===== src/rtl/id_ex_register.sv =====
`default_nettype none
// ============================================================================
//  Module   : id_ex_register
//  Purpose  : ID/EX pipeline register with stall, flush-to-bubble and a
//             saturating bubble counter.
//  Revision : 1.0  initial release
// ============================================================================
module id_ex_register #(
    parameter int DATA_W = 32,
    parameter int REG_AW = 5
) (
    input  logic              clk_i,
    input  logic              rst_i,
    input  logic              stall_i,
    input  logic              flush_i,
    input  logic              valid_i,
    input  logic [1:0]        ALUOp_i,
    input  logic              ALUSrc_i,
    input  logic              RegWrite_i,
    input  logic              MemToReg_i,
    input  logic              MemRead_i,
    input  logic              MemWrite_i,
    input  logic [DATA_W-1:0] RS1data_i,
    input  logic [DATA_W-1:0] RS2data_i,
    input  logic [DATA_W-1:0] imm_i,
    input  logic [DATA_W-1:0] pc_i,
    input  logic [9:0]        funct_i,
    input  logic [REG_AW-1:0] RS1addr_i,
    input  logic [REG_AW-1:0] RS2addr_i,
    input  logic [REG_AW-1:0] RDaddr_i,
    output logic              valid_o,
    output logic [1:0]        ALUOp_o,
    output logic              ALUSrc_o,
    output logic              RegWrite_o,
    output logic              MemToReg_o,
    output logic              MemRead_o,
    output logic              MemWrite_o,
    output logic [DATA_W-1:0] RS1data_o,
    output logic [DATA_W-1:0] RS2data_o,
    output logic [DATA_W-1:0] imm_o,
    output logic [DATA_W-1:0] pc_o,
    output logic [9:0]        funct_o,
    output logic [REG_AW-1:0] RS1addr_o,
    output logic [REG_AW-1:0] RS2addr_o,
    output logic [REG_AW-1:0] RDaddr_o,
    output logic [15:0]       bubble_cnt_o
);

    logic              r_valid;
    logic [1:0]        r_alu_op;
    logic              r_alu_src;
    logic              r_reg_write;
    logic              r_mem_to_reg;
    logic              r_mem_read;
    logic              r_mem_write;
    logic [DATA_W-1:0] r_rs1_data;
    logic [DATA_W-1:0] r_rs2_data;
    logic [DATA_W-1:0] r_imm;
    logic [DATA_W-1:0] r_pc;
    logic [9:0]        r_funct;
    logic [REG_AW-1:0] r_rs1_addr;
    logic [REG_AW-1:0] r_rs2_addr;
    logic [REG_AW-1:0] r_rd_addr;
    logic [15:0]       r_bubble_cnt;

    logic [15:0]       w_cnt_next;
    logic              w_rd_nonzero;

    assign w_cnt_next   = (r_bubble_cnt == 16'hFFFF) ? r_bubble_cnt : r_bubble_cnt + 16'd1;
    assign w_rd_nonzero = (RDaddr_i != '0);

    always_ff @(posedge clk_i) begin
        if (rst_i) begin
            r_valid      <= 1'b0;
            r_alu_op     <= 2'b00;
            r_alu_src    <= 1'b0;
            r_reg_write  <= 1'b0;
            r_mem_to_reg <= 1'b0;
            r_mem_read   <= 1'b0;
            r_mem_write  <= 1'b0;
            r_rs1_data   <= '0;
            r_rs2_data   <= '0;
            r_imm        <= '0;
            r_pc         <= '0;
            r_funct      <= '0;
            r_rs1_addr   <= '0;
            r_rs2_addr   <= '0;
            r_rd_addr    <= '0;
            r_bubble_cnt <= 16'd0;
        end else if (flush_i) begin
            // Flush overrides stall: a full zero bubble is always latched.
            r_valid      <= 1'b0;
            r_alu_op     <= 2'b00;
            r_alu_src    <= 1'b0;
            r_reg_write  <= 1'b0;
            r_mem_to_reg <= 1'b0;
            r_mem_read   <= 1'b0;
            r_mem_write  <= 1'b0;
            r_rs1_data   <= '0;
            r_rs2_data   <= '0;
            r_imm        <= '0;
            r_pc         <= '0;
            r_funct      <= '0;
            r_rs1_addr   <= '0;
            r_rs2_addr   <= '0;
            r_rd_addr    <= '0;
            r_bubble_cnt <= w_cnt_next;
        end else if (!stall_i) begin
            // Control is gated by valid; data fields load unconditionally.
            r_valid      <= valid_i;
            r_alu_op     <= valid_i ? ALUOp_i : 2'b00;
            r_alu_src    <= valid_i & ALUSrc_i;
            r_reg_write  <= valid_i & RegWrite_i & w_rd_nonzero;
            r_mem_to_reg <= valid_i & MemToReg_i;
            r_mem_read   <= valid_i & MemRead_i;
            r_mem_write  <= valid_i & MemWrite_i;
            r_rs1_data   <= RS1data_i;
            r_rs2_data   <= RS2data_i;
            r_imm        <= imm_i;
            r_pc         <= pc_i;
            r_funct      <= funct_i;
            r_rs1_addr   <= RS1addr_i;
            r_rs2_addr   <= RS2addr_i;
            r_rd_addr    <= RDaddr_i;
            if (!valid_i) begin
                r_bubble_cnt <= w_cnt_next;
            end
        end
    end

    assign valid_o      = r_valid;
    assign ALUOp_o      = r_alu_op;
    assign ALUSrc_o     = r_alu_src;
    assign RegWrite_o   = r_reg_write;
    assign MemToReg_o   = r_mem_to_reg;
    assign MemRead_o    = r_mem_read;
    assign MemWrite_o   = r_mem_write;
    assign RS1data_o    = r_rs1_data;
    assign RS2data_o    = r_rs2_data;
    assign imm_o        = r_imm;
    assign pc_o         = r_pc;
    assign funct_o      = r_funct;
    assign RS1addr_o    = r_rs1_addr;
    assign RS2addr_o    = r_rs2_addr;
    assign RDaddr_o     = r_rd_addr;
    assign bubble_cnt_o = r_bubble_cnt;

endmodule
`default_nettype wire


===== config.mk =====
export PLATFORM = sky130hd
export DESIGN_NAME = id_ex_register
export DESIGN_NICKNAME = d
export VERILOG_FILES = /design/src/rtl/id_ex_register.sv
export SDC_FILE = /design/constraint.sdc
export NUM_CORES = 1
export LEC_CHECK = 0
export ABC_AREA = 1
export ABC_CLOCK_PERIOD_IN_PS = 1800
export BUFFER_PORTS_ARGS = -buffer_cell sky130_fd_sc_hd__buf_2
export CAP_MARGIN = 10
export CORE_AREA = 2 2 132 134
export DETAILED_ROUTE_END_ITERATION = 8
export DIE_AREA = 0 0 134 136
export PLACE_DENSITY = 0.73
export SYNTH_ARGS = -nofsm -noshare
export SYNTH_HDL_FRONTEND = slang
export SYNTH_SLANG_ARGS = --single-unit

===== constraint.sdc =====
create_clock -name clk_i -period 1.8 [get_ports clk_i]
set_input_delay 0.45 -clock clk_i [delete_from_list [all_inputs] [get_ports clk_i]]
set_output_delay 0.45 -clock clk_i [all_outputs]
set_load 0.01 [all_outputs]

==> impl_metrics.yaml, run 1 <==
global_routing:
  grt-ovfl-total: 0
  grtUsageTotal_pct: 19.5
  antenna_found_initial: 0
  grt_pass1_vias: 5836
  met1_usage_pct: 23.8
  grt_max_degree: 99
  grt_first_pass_wirelength_um: 28700
  grtUsageMet3_pct: 6.49
  met2_usage_pct: 32.1
  top_usage_layer: "met2"
detailed_routing:
  drtIter0Drc: 380
  post_drt_via_cell_ratio: 4.64
  wire_per_inst_um: 13.3
  routed_wl_um: 18900
  ant_nets: 0
  vias: 6564
  drt_pre_antenna_iters: 7
  drc: 0
power:
  swShare_pct: 26.4
  p_int_w: 0.00626
  p_per_area_nw_per_um2: 942
  vdd_ir_drop_max_mv: 0.618
  p_seq_share_pct: 48.1
  power_switching_w: 0.00225
  pwr-share-clk_pct: 42.4
  power_w: 0.00851
  p_leak_nw: 4.32
  p_comb_share_pct: 9.5
logic_synthesis:
  synth-seq-cells: 177
  synthCells: 858
  synth_area_um2: 6510
  avgSynthCellArea_um2: 7.59
  synth-edff-count: 0
  seq_area_frac_synth_pct: 54.4
  synthDistinctLibCells: 26
  synth_fp_nets: 1024
  yosys_most_used_dff: "dfxtp_1"
  synthArstFlopShare_pct: 0
  yosys_warnings: 0
timing:
  tightest_slew_ps: 589
  setup_viol: 0
  period_needed_ps: 1530
  rsz0062_at_grt: "no"
  slew_viol_final: 0
  fin_skew_ps: 6.85
  fin_crit_sh_pct: 85.0
  finalSetupTns_ps: 0
  hold_viol: 0
  slew_headroom_pct: 60.8
  fmax_ghz: 0.653
min_path:
  whs_endpoint: "ALUOp_o[0]"
  min_path_type: "primary input to flop"
  hold_path_depth: 3
  holdCritStartpoint: "ALUOp_i[0]"
setup_path:
  reg2reg_slack_ps: 270
  reg2regPathDepth: 9
  crit_path_cell_trace: "ha_1, inv_1, nor2_2, nand2_2, nor2_1, nor2_4, nand3_1, nand2_1, nor2_1"
  critPathMaxFanout: 12
  cp_top_family: "simple AND/OR/NAND/NOR gates"
  cp.arrival_ps: 1890
  path_class: "flop to flop"
  path_common_cell: "nor2_1"
  required_ps: 2160
  r2r_end: "bubble_cnt_o[13]"
  crit_path_max_incr_delay_ps: 390
  crit_slowest_cell: "dfxtp_1"
  cp_num_buf_inv: 1
  reg2reg_from: "bubble_cnt_o[1]"
  cp-end-kind: "flop"
  start_kind: "flop"
placed_design:
  port_buffers: 341
  dpl-instance-area_um2: 8430
  place_congestion: 0.811
  dp_cells: 1383
  dp_hpwl_um: 13300
die:
  die_w_um: 134
  die_y_um: 136
  io_pins: 342
  die-area_um2: 18200
  rows: 48
  coreArea_um2: 16900
  initial_core_util_pct: 38.6
clocking:
  cts.path.max_buffers: 2
  cts.htree.levels: 4
  cts-root-buf: "clkbuf_16"
  clock-sinks: 177
  path_clk_slew_ps: 80
  cts_buffers: 17
  post_cts_buffers: 0
  cts_tree: "done"
  holdBufCountCts: 0
  worstSkewPairLatency_ps: 420
cells_and_area:
  n_antenna_cell: 0
  fillCellCount: 1638
  area_growth_pct: 38.6
  nNetsFinal: 1343
  layout_commonest_cell: "nand2_1"
  final_util_pct: 53.5
  fin_cells: 1415
  final_cell_area_um2: 9030
  drive_gt1_share_pct: 34.2
  layout_common_cells: "nand2_1, buf_2, dfxtp_1"
outcome:
  outcome: "completed"
run:
  drv_cap: 0
==> flip-flops by register name, summed over array words and instances, names as in the netlist, 2 cells and up <==
name	count
imm_o	32
RS2addr_o	5
RS2data_o	32
RS1addr_o	5
bubble_cnt_o	16
pc_o	32
RDaddr_o	5
funct_o	10
ALUOp_o	2
RS1data_o	32
==> cells in the mapped netlist, types with 4 or more instances <==
cell type / n / area [µm²]
clkbuf_1: 9 / 33.8
buf_2: 39 / 195
nand4_1: 4 / 25.0
nor2_1: 30 / 113
dfxtp_1: 177 / 3540
a21oi_1: 164 / 821
nand2_2: 5 / 31.3
inv_1: 21 / 78.8
nand3_1: 12 / 60.1
buf_1: 4 / 15.0
nand2_1: 360 / 1350
nor2_2: 4 / 25.0
==> metal layers <==
| metal | share of wire, % | routed length [µm] |
|---|---|---|
| met5 | 0 | 0 |
| met4 | 2.4 | 454 |
| met3 | 7.0 | 1310 |
| met2 | 48 | 9130 |
| met1 | 42 | 7960 |
==> kinds of logic (layout without fill, tap and decap cells) <==
logic type	count (synthesis)	after routing	synth area share, %
and+or+nand+nor	425	425	26.0
DFF	177	177	54.4
AOI/OAI and AO/OA	174	174	13.6
buffers and inverters	78	410	5.42
xor gates and xnor gates	3	3	0.404
adders and majority gates	1	1	0.192
==> power groups by stage <==
stage / Clock, W / Combinational [W] / Sequential (W)
2_1_floorplan: 0 / 0.000343 / 0.00424
3_3_place_gp: 0 / 0.000805 / 0.00417
3_5_place_dp: 0 / 0.000809 / 0.00418
4_1_cts: 0.00371 / 0.000813 / 0.00409
5_1_grt: 0.00386 / 0.000896 / 0.00410
6_report: 0.00361 / 0.000808 / 0.00409
==> how the worst max path moves through the flow <==
stage,start,to,slack (ps),depth (start not counted)
2_1_floorplan,bubble_cnt_o[0],bubble_cnt_o[13],300,9
3_3_place_gp,bubble_cnt_o[1],bubble_cnt_o[13],-40,9
3_5_place_dp,bubble_cnt_o[1],bubble_cnt_o[15],-60,9
4_1_cts,bubble_cnt_o[1],bubble_cnt_o[13],150,9
5_1_grt,bubble_cnt_o[1],bubble_cnt_o[13],130,9
6_report,bubble_cnt_o[1],bubble_cnt_o[13],270,9
==> final cells by class <==
| class | instances | area (µm²) | share of cell area (%) |
|---|---|---|---|
| multi-input combinational | 603 | 2630 | 29.1 |
| tap | 225 | 282 | 3.12 |
| inverter | 24 | 92.6 | 1.03 |
| sequential | 177 | 3540 | 39.2 |
| clock inverter | 14 | 149 | 1.65 |
| timing repair buffer | 354 | 1890 | 21.0 |
| clock buffer | 18 | 439 | 4.86 |
==> repair_timing <==
action	CTS	global route
setup endpoints to repair	9	1
pin swaps	0	0
gates resized for setup	1	1
==> stage by stage <==
| step | hold WS (ps) | setup WS [ps] |
|---|---|---|
| after floorplan | 481 | 295 |
| after global placement | 448 | -42.8 |
| after detailed placement | 452 | -61.0 |
| after CTS | 233 | 152 |
| after global routing | 237 | 130 |
| final | 255 | 269 |
==> worst register-to-register path, cell delays in order, from the launching register on <==
cell and delay (ps):
dfxtp_1 390, ha_1 260, inv_1 80, nor2_2 120, nand2_2 90, nor2_1 200
nor2_4 110, nand3_1 90, nand2_1 60, nor2_1 80
Note: power is estimated with default switching activity, not from simulation.
==> run 2, diff against run 1 <==
- ABC_AREA: 1 -> unset
- CORE_AREA: 2 2 132 134 -> 2 2 131 133
- DIE_AREA: 0 0 134 136 -> 0 0 133 135
==> run 2 against run 1 <==
Final cell count shrank 16%. Setup slack lost 98 ps. Die area shrank 1.5%. Critical path type unchanged. Critical endpoint is now bubble_cnt_o[8]. Largest cell class unchanged. Largest power group unchanged.
==> impl_metrics.yaml, run 2 <==
setup_path:
  required_ps: 2160
  path_class: "flop to flop"
  r2r_end: "bubble_cnt_o[8]"
  reg2reg_from: "bubble_cnt_o[4]"
  cp.arrival_ps: 1980
  reg2regPathDepth: 4
  reg2reg_slack_ps: 170
  critPathMaxFanout: 10
  start_kind: "flop"
  cp-end-kind: "flop"
logic_synthesis:
  netlist.top_cell.by_area: "dfxtp_1"
  synth_fp_nets: 790
  synth-seq-cells: 177
  ys_top_cells_by_count: "dfxtp_1, nor2_1, mux2i_1"
  synth-edff-count: 0
  synthCells: 624
  yosys_most_used_dff: "dfxtp_1"
  avgSynthCellArea_um2: 10.4
  synth_area_leaders: "dfxtp_1, mux2i_1, nor2_1"
  synthArstFlopShare_pct: 0
  seq_area_frac_synth_pct: 54.7
  yosys_warnings: 0
  synth.most_common_cell: "dfxtp_1"
  synthDistinctLibCells: 36
  synth_area_um2: 6480
  synth_top_area_share_pct: 54.7
outcome:
  outcome: "completed"
cells_and_area:
  fillCellCount: 1466
  layout_common_cells: "buf_2, dfxtp_1, nor2_1"
  area_growth_pct: 40.1
  nNetsFinal: 1127
  fin_cells: 1194
  layout_commonest_cell: "buf_2"
  drive_gt1_share_pct: 41.4
  n_antenna_cell: 0
power:
  p_per_area_nw_per_um2: 962
  vdd_ir_drop_max_mv: 0.706
  p_leak_nw: 4.72
die:
  die_w_um: 133
  initial_core_util_pct: 39.5
  io_pins: 342
  die_y_um: 135
  rows: 47
  coreArea_um2: 16400
  die-area_um2: 18000
clocking:
  cts_resized: 0
  cts.htree.levels: 4
  path_clk_slew_ps: 70
  cts_buffers: 17
  cts-root-buf: "clkbuf_16"
  worstSkewPairLatency_ps: 420
  clock-sinks: 177
  cts.path.max_buffers: 2
  cts_tree: "done"
placed_design:
  port_buffers: 341
  place_congestion: 0.784
  dp_cells: 1161
  place_ws_ps: 10.5
  dp_hpwl_um: 12900
global_routing:
  grtUsageTotal_pct: 19.0
  grt-ovfl-total: 0
  grt_first_pass_wirelength_um: 27000
  antenna_found_initial: 0
  grt_max_degree: 99
  grt_pass1_vias: 5383
timing:
  setup_viol: 0
  period_needed_ps: 1630
  hold_viol: 0
  finalSetupTns_ps: 0
  fin_skew_ps: 3.48
  slew_headroom_pct: 51.8
  rsz0062_at_grt: "no"
  slew_viol_final: 0
  fmax_ghz: 0.614
  setup_slack_ps: 172
  fin_crit_sh_pct: 90.5
  tightest_slew_ps: 723
min_path:
  hold_path_depth: 3
  whs_endpoint: "pc_o[13]"
  min_path_type: "primary input to flop"
  holdCritStartpoint: "pc_i[13]"
detailed_routing:
  drc: 0
  drt_pre_antenna_iters: 4
  routed_wl_um: 17600
  vias: 5633
  wire_per_inst_um: 14.8
  drtIter0Drc: 170
  post_drt_via_cell_ratio: 4.72
  ant_nets: 0
run:
  drv_cap: 0
-- run 2: metal layers --
| metal | global-route usage (%) | routed length, µm |
|---|---|---|
| met5 | 0 | 0 |
| met4 | 6.39 | 248 |
| met3 | 6.46 | 1500 |
| met2 | 33.9 | 8830 |
| met1 | 21.2 | 7040 |
-- run 2: kinds of logic after synthesis --
group | count (synthesis) | synth area share [%]
compound gates | 35 | 3.53
fa+ha+maj | 1 | 0.193
buf+inv | 43 | 2.84
flops | 177 | 54.7
mux | 156 | 24.1
simple gates | 212 | 14.6
-- run 2: report_power, final --
group	total (W)	leakage, nW	internal [W]	switching, W
logic	0.000843	2.98	0.000417	0.000426
registers	0.00409	1.44	0.00404	0.0000577
clock network	0.00380	0.298	0.00213	0.00167
-- run 2: area by class of cell --
cell class | count | area [µm²] | area share (%)
timing repair buffer | 358 | 1890 | 20.8
tap | 220 | 275 | 3.03
multi-input combinational | 404 | 2760 | 30.4
clock inverter | 14 | 164 | 1.80
inverter | 3 | 11.3 | 0.124
clock buffer | 18 | 439 | 4.83
sequential | 177 | 3540 | 39.0
-- run 2: how the worst max path moves through the flow --
| stage | start | to | cells after the start |
|---|---|---|---|
| 2_1_floorplan | bubble_cnt_o[0] | bubble_cnt_o[1] | 6 |
| 3_3_place_gp | stall_i | bubble_cnt_o[10] | 5 |
| 3_5_place_dp | stall_i | bubble_cnt_o[8] | 5 |
| 4_1_cts | bubble_cnt_o[1] | bubble_cnt_o[5] | 6 |
| 5_1_grt | bubble_cnt_o[2] | bubble_cnt_o[8] | 4 |
| 6_report | bubble_cnt_o[4] | bubble_cnt_o[8] | 4 |
-- run 2: critical path, stage by stage (launching register included) --
cell     delay, ps
dfxtp_1        430
and3_4         240
nand3_2        190
or4_1          550
a21oi_1        150
-- run 2: per-stage QoR --
step                hold WS [ps]  power, W  area [µm²]  util, %
floorplan                    486   0.00464        6480        -
global placement             452   0.00501        8470     51.6
detailed placement           465   0.00503        8470     51.6
CTS                          227   0.00885        9080     55.3
global route                 244   0.00908        9080     55.4
finish                       248   0.00874        9080     55.4
-- run 2: what timing repair did --
action | in CTS | in global routing
buffers inserted | 0 | 1
endpoints found under the setup margin | 0 | 1
hold buffers | 0 | 0
